File: src/rtl/victim_buffer.sv
// victim_buffer: fully-associative victim cache with round-robin replacement and dirty write-back.
// Define VICTIM_PERF_CNT_EN to add saturating hit/miss/write-back counters (perf_*_cnt ports).
module victim_buffer #(
    parameter int ENTRY_NUM     = 4,
    parameter int TAG_WIDTH     = 20,
    parameter int INDEX_WIDTH   = 6,
    parameter int LINE_WORD_NUM = 16
) (
    input  logic                           clk,
    input  logic                           rst,
    input  logic                           lookup_valid,
    output logic                           lookup_ready,
    input  logic [TAG_WIDTH-1:0]           lookup_tag,
    input  logic [INDEX_WIDTH-1:0]         lookup_index,
    input  logic                           lookup_take,
    output logic                           resp_valid,
    output logic                           resp_hit,
    output logic                           resp_dirty,
    output logic [LINE_WORD_NUM*32-1:0]    resp_data,
    input  logic                           ins_valid,
    output logic                           ins_ready,
    input  logic [TAG_WIDTH-1:0]           ins_tag,
    input  logic [INDEX_WIDTH-1:0]         ins_index,
    input  logic                           ins_dirty,
    input  logic [LINE_WORD_NUM*32-1:0]    ins_data,
    output logic                           wb_valid,
    input  logic                           wb_ready,
    output logic [TAG_WIDTH-1:0]           wb_tag,
    output logic [INDEX_WIDTH-1:0]         wb_index,
    output logic [LINE_WORD_NUM*32-1:0]    wb_data,
    output logic [$clog2(ENTRY_NUM):0]     occupancy
`ifdef VICTIM_PERF_CNT_EN
    ,
    output logic [31:0]                    perf_hit_cnt,
    output logic [31:0]                    perf_miss_cnt,
    output logic [31:0]                    perf_wb_cnt
`endif
);
    localparam int PW = $clog2(ENTRY_NUM);
    localparam int OW = PW + 1;
    localparam int DW = LINE_WORD_NUM * 32;

    typedef enum logic {IDLE, WB} state_t;
    state_t state;

    logic [ENTRY_NUM-1:0]   valid, dirty;
    logic [TAG_WIDTH-1:0]   tags  [ENTRY_NUM];
    logic [INDEX_WIDTH-1:0] idxs  [ENTRY_NUM];
    logic [DW-1:0]          datas [ENTRY_NUM];
    logic [PW-1:0]          rr_ptr;

    logic [TAG_WIDTH-1:0]   pend_tag;
    logic [INDEX_WIDTH-1:0] pend_index;
    logic                   pend_dirty;
    logic [DW-1:0]          pend_data;

    logic          lk_hit, ins_match, any_free;
    logic [PW-1:0] lk_sel, ins_sel, free_sel, ins_tgt, wr_sel;
    logic          in_wb, evict, lk_fire, ins_fire, wb_done, wr_en, wr_dirty, rr_inc;

    // Associative search; descending scan so the lowest-numbered match/free slot wins
    always_comb begin
        lk_hit    = 1'b0;
        lk_sel    = '0;
        ins_match = 1'b0;
        ins_sel   = '0;
        any_free  = 1'b0;
        free_sel  = '0;
        occupancy = '0;
        for (int i = ENTRY_NUM - 1; i >= 0; i--) begin
            if (valid[i] && tags[i] == lookup_tag && idxs[i] == lookup_index) begin
                lk_hit = 1'b1;
                lk_sel = PW'(i);
            end
            if (valid[i] && tags[i] == ins_tag && idxs[i] == ins_index) begin
                ins_match = 1'b1;
                ins_sel   = PW'(i);
            end
            if (!valid[i]) begin
                any_free = 1'b1;
                free_sel = PW'(i);
            end
            occupancy = occupancy + OW'(valid[i]);
        end
    end

    // Insert targeting, handshakes and the write-back view of the victim slot
    always_comb begin
        in_wb        = state == WB;
        lookup_ready = !in_wb;
        ins_ready    = !in_wb;
        lk_fire      = lookup_valid && !in_wb;
        ins_fire     = ins_valid && !in_wb;
        wb_done      = in_wb && wb_ready;
        ins_tgt      = ins_match ? ins_sel : any_free ? free_sel : rr_ptr;
        evict        = !ins_match && !any_free && dirty[rr_ptr];
        wr_en        = (ins_fire && !evict) || wb_done;
        wr_sel       = in_wb ? rr_ptr : ins_tgt;
        wr_dirty     = in_wb ? pend_dirty : (ins_match && dirty[ins_sel]) || ins_dirty;
        rr_inc       = wb_done || (ins_fire && !ins_match && !any_free && !evict);
        wb_valid     = in_wb;
        wb_tag       = in_wb ? tags[rr_ptr] : '0;
        wb_index     = in_wb ? idxs[rr_ptr] : '0;
        wb_data      = in_wb ? datas[rr_ptr] : '0;
    end

    // Control state: valid/dirty bits, replacement pointer, FSM and registered response
    always_ff @(posedge clk) begin
        if (rst) begin
            state      <= IDLE;
            valid      <= '0;
            dirty      <= '0;
            rr_ptr     <= '0;
            resp_valid <= 1'b0;
            resp_hit   <= 1'b0;
            resp_dirty <= 1'b0;
            resp_data  <= '0;
        end else begin
            resp_valid <= lk_fire;
            resp_hit   <= lk_fire && lk_hit;
            resp_dirty <= lk_fire && lk_hit && dirty[lk_sel];
            resp_data  <= (lk_fire && lk_hit) ? datas[lk_sel] : '0;
            if (lk_fire && lk_hit && lookup_take)
                valid[lk_sel] <= 1'b0;
            if (wr_en) begin
                valid[wr_sel] <= 1'b1;
                dirty[wr_sel] <= wr_dirty;
            end
            if (rr_inc)
                rr_ptr <= rr_ptr + PW'(1);
            if (ins_fire && evict)
                state <= WB;
            else if (wb_done)
                state <= IDLE;
        end
    end

    // Line storage and parked insert payload; contents are qualified by valid/state so no reset
    always_ff @(posedge clk) begin
        if (wr_en) begin
            tags[wr_sel]  <= in_wb ? pend_tag : ins_tag;
            idxs[wr_sel]  <= in_wb ? pend_index : ins_index;
            datas[wr_sel] <= in_wb ? pend_data : ins_data;
        end
        if (ins_fire && evict) begin
            pend_tag   <= ins_tag;
            pend_index <= ins_index;
            pend_dirty <= ins_dirty;
            pend_data  <= ins_data;
        end
    end

`ifdef VICTIM_PERF_CNT_EN
    // Saturating event counters for hits, misses and completed dirty evictions
    always_ff @(posedge clk) begin
        if (rst) begin
            perf_hit_cnt  <= '0;
            perf_miss_cnt <= '0;
            perf_wb_cnt   <= '0;
        end else begin
            if (lk_fire && lk_hit && ~&perf_hit_cnt)
                perf_hit_cnt <= perf_hit_cnt + 32'd1;
            if (lk_fire && !lk_hit && ~&perf_miss_cnt)
                perf_miss_cnt <= perf_miss_cnt + 32'd1;
            if (wb_done && ~&perf_wb_cnt)
                perf_wb_cnt <= perf_wb_cnt + 32'd1;
        end
    end
`endif

endmodule

File: config.mk
export PLATFORM = sky130hd
export DESIGN_NAME = victim_buffer
export DESIGN_NICKNAME = d
export VERILOG_FILES = /design/src/rtl/victim_buffer.sv
export SDC_FILE = /design/constraint.sdc
export NUM_CORES = 2
export LEC_CHECK = 0
export CELL_PAD_IN_SITES_DETAIL_PLACEMENT = 1
export CELL_PAD_IN_SITES_GLOBAL_PLACEMENT = 1
export CORE_MARGIN = 4
export CORE_UTILIZATION = 25
export CTS_CLUSTER_SIZE = 8
export DETAILED_ROUTE_END_ITERATION = 10
export DONT_BUFFER_PORTS = 1
export GPL_TIMING_DRIVEN = 1
export PLACE_DENSITY_LB_ADDON = 0.15
export SYNTH_ARGS = -nofsm -noshare
export SYNTH_HDL_FRONTEND = slang
export SYNTH_SLANG_ARGS = --single-unit
File: constraint.sdc
create_clock -name clk -period 46.2 [get_ports clk]
set_clock_uncertainty 0.2 [all_clocks]
set_input_delay 6.93 -clock clk [delete_from_list [all_inputs] [get_ports clk]]
set_output_delay 6.93 -clock clk [all_outputs]
set_load 0.005 [all_outputs]
==> impl_results.md <==
* Status: completed
* Routability Congestion at 0.864
* Worst path slowest cell: buf_4
* Layout area overhead at 15.9%
* Placed cells at 13,640
* Number of synthesized flops with an enable pin at 2,691
* Crit path top cell by count: buf_4
* Post-cts hold buffer count at 0
* Worst setup path startpoint: ins_tag[14]
* Yosys cell types at 57
* Remaining Overflow, GRT at 0
* DR WL/cell at 37.1 µm
* Core area at 510,000 µm²
* Cell Chain, Critical Path: xor2_1, nor4_1, nand4_1, nor2b_1, a221oi_2, nand3b_1, inv_8, buf_4, buf_4, buf_4, buf_4, buf_4
* Final setup fails at 0
* IO Pins at 1,630
* Reg-to-reg startpoint: wb_valid
* Vias per cell at 5.04
* Hold Startpoint: datas[0][432]
* Die width at 724 µm
* Syn_nets at 7,905
* Largest family of logic cells by synthesized area: multiplexers
* Fraction of the mapped netlist area in simple logic gates at 4.75%
* Vias in the first global route at 76,367
* Post_cts resized at 0
* Crit path DAT at 13.92 ns
* Non-filler cells, final at 14,518
* Synth top area share at 63.0%
* Max Fclk at 73.7 MHz
* Via Count at 73,156
* Synth Flop Type: edfxtp_1
* Hold Path Class: reg -> reg
* Seq/Total Area, Yosys at 71.2%
* Synth Area in XOR/XNOR at 1.44%
* CP Capture Type: flop
* CTS tree: yes
* Starting Density at 25.1%
* Synthesized area per cell at 17.5 µm²
* Setup bufs post-CTS at 0
* Largest area contributor in the netlist: edfxtp_1
* Clock Tree Root: clkbuf_16
* Worst endpoint required time at 46.55 ns
* # clock sinks at 3,219
* Fin worst setup slack at 32.63 ns
* Synth warn at 0
* Critical path class: in -> reg
* Cell Pwr Density at 44.4 nW/µm²
* IO Port Bufs at 0
* Min Hold Slack at 0.292 ns
* Most frequent cells in the layout: 2,691 x edfxtp_1, 539 x mux4_2, 539 x and2_1
* Netlist Area Pre-Place at 128,000 µm²
* Relative slew slack at 22.5%
* Routed Antenna Nets at 0
* GRT Util Overall at 19.7%
* Post-route cell area at 149,000 µm²
* Post-synthesis mux area share at 14.2%
* DPL Wire Length at 358 mm
* Crit Path Max Fanout at 94
* Reg clk slew, reported paths at 0.05 ns
* Total wire length at 539 mm
* H-tree depth at 5
* Router iterations before antenna repair at 10
* Register bit total from synthesis at 3,219
* Biggest cell delay along the critical path at 0.84 ns
* Initial antenna violation count at 103
* Row cnt at 262
* Setup TNS at 0 ns
* Synthesized instance count at 7,331
* Max VDD drop at 0.0288 mV
* Ratio of cells with drive above 1 in the final layout at 22.2%
* DRC viols at 0
* Placed Instance Area at 135,000 µm²
* Setup WS pre-CTS at 31.55 ns
* Die Y at 724 µm
* First-pass GRT wire length at 716 mm
* Adder-Cell Fraction of Synth Area at 0.0351%
* Post-synthesis compound-gate area fraction at 6.19%
* Max Slew Vio Count at 0
* Leak at 46.5 nW
* Pin count of the biggest net entering global routing at 127
* Num CTS Buffers at 444
* Area contributors post-synth: edfxtp_1 63%, mux4_2 9.5%, dfxtp_1 8.2%, mux2_2 4.7%, a222oi_1 4.0%
* Least-Margin Pin Slew at 1.16 ns
* Async set or reset register ratio after synthesis at 0%
* RSZ-0062 raised after global routing: no
* Minimum clock period at 13.57 ns
* Fin nets at 7,928
* CP startpoint kind: input pin
* Die area at 525,000 µm²
* Post-route clock period utilization at 29.4%
* Cell family with most CP delay: buffers and inverters
* Buf/Inv on CP at 6
* Most common cell after layout, fill and taps aside: edfxtp_1
* Max clock buf depth at 4
* Final Hold Fails at 0
* Clk_lat worst skew at 1.00 ns
* Max Cap Viol at 0
* Starting DRT DRC Count at 7,129
## cell usage after synthesis, types with 52 or more instances
cell	n
clkbuf_1	321
nand4_1	52
xor2_1	78
mux2_2	538
edfxtp_1	2691
a222oi_1	513
and2_1	541
buf_2	132
nand2_1	518
mux4_2	539
dfxtp_1	528
buf_6	55
xnor2_1	133
a21oi_1	517
## stage by stage
step                      utilization [%]  power (mW)
after floorplan                         -        3.47
after global placement               26.5        3.52
after detailed placement             26.5        3.52
after CTS                            29.1        6.70
after global routing                 29.1        6.83
final                                29.1        6.60
## cell families after synthesis
family | count (synthesis)
buffers and inverters | 578
DFF | 3219
adders and majority gates | 3
AOI/OAI and AO/OA | 1056
and+or+nand+nor | 1183
xor gates and xnor gates | 211
muxes | 1081
## power by group
| group | switching (mW) | internal, mW |
|---|---|---|
| registers | 0.0347 | 3.23 |
| clock network | 1.30 | 1.84 |
| logic | 0.124 | 0.0742 |
| total | 1.46 | 5.15 |
## worst paths after layout
check,endpoint,slack [ns],cells after the start
max,datas[0][437],32.63,12
max reg2reg,datas[0][437],37.00,14
min reg2reg,resp_data[432],0.29,2
min,resp_data[432],0.29,2
## per-layer routing
| metal | part of all wire [%] | track usage, % |
|---|---|---|
| met1 | 38 | 23.1 |
| met3 | 7.9 | 5.85 |
| met5 | 0.095 | 0 |
| met2 | 50 | 34.1 |
| met4 | 3.8 | 6.66 |
## area by class of cell
| type | count | area (µm²) |
|---|---|---|
| flip-flops and latches | 3219 | 91400 |
| inverters | 17 | 93.8 |
| clock buffers | 787 | 12600 |
| fillers | 52301 | 362000 |
| well taps | 6732 | 8420 |
| multi-input cells | 3534 | 34200 |
| clock inverters | 24 | 613 |
| diodes | 67 | 168 |
| repair buffers | 138 | 1240 |
## registers in the layout (all words and copies together), names as in the netlist, 2 cells and up, named ones only
register and cells:
pend_index 6, pend_tag 20, pend_data 512, valid 4, idxs 24, tags 80
rr_ptr 2, resp_data 512, datas 2048, dirty 4
## worst register-to-register path, stage by stage, from the launching register on
cell and delay [ns]:
dfxtp_4 0.88, buf_4 0.66, buf_4 0.71, inv_1 0.55, nor2_1 0.30, a31oi_1 0.09
a21boi_1 0.18, a221oi_2 0.36, nand3b_1 0.32, inv_8 0.72, buf_4 0.81, buf_4 0.79
buf_4 0.89, buf_4 0.67, buf_4 0.65
Note: power is estimated with default switching activity, not from simulation.
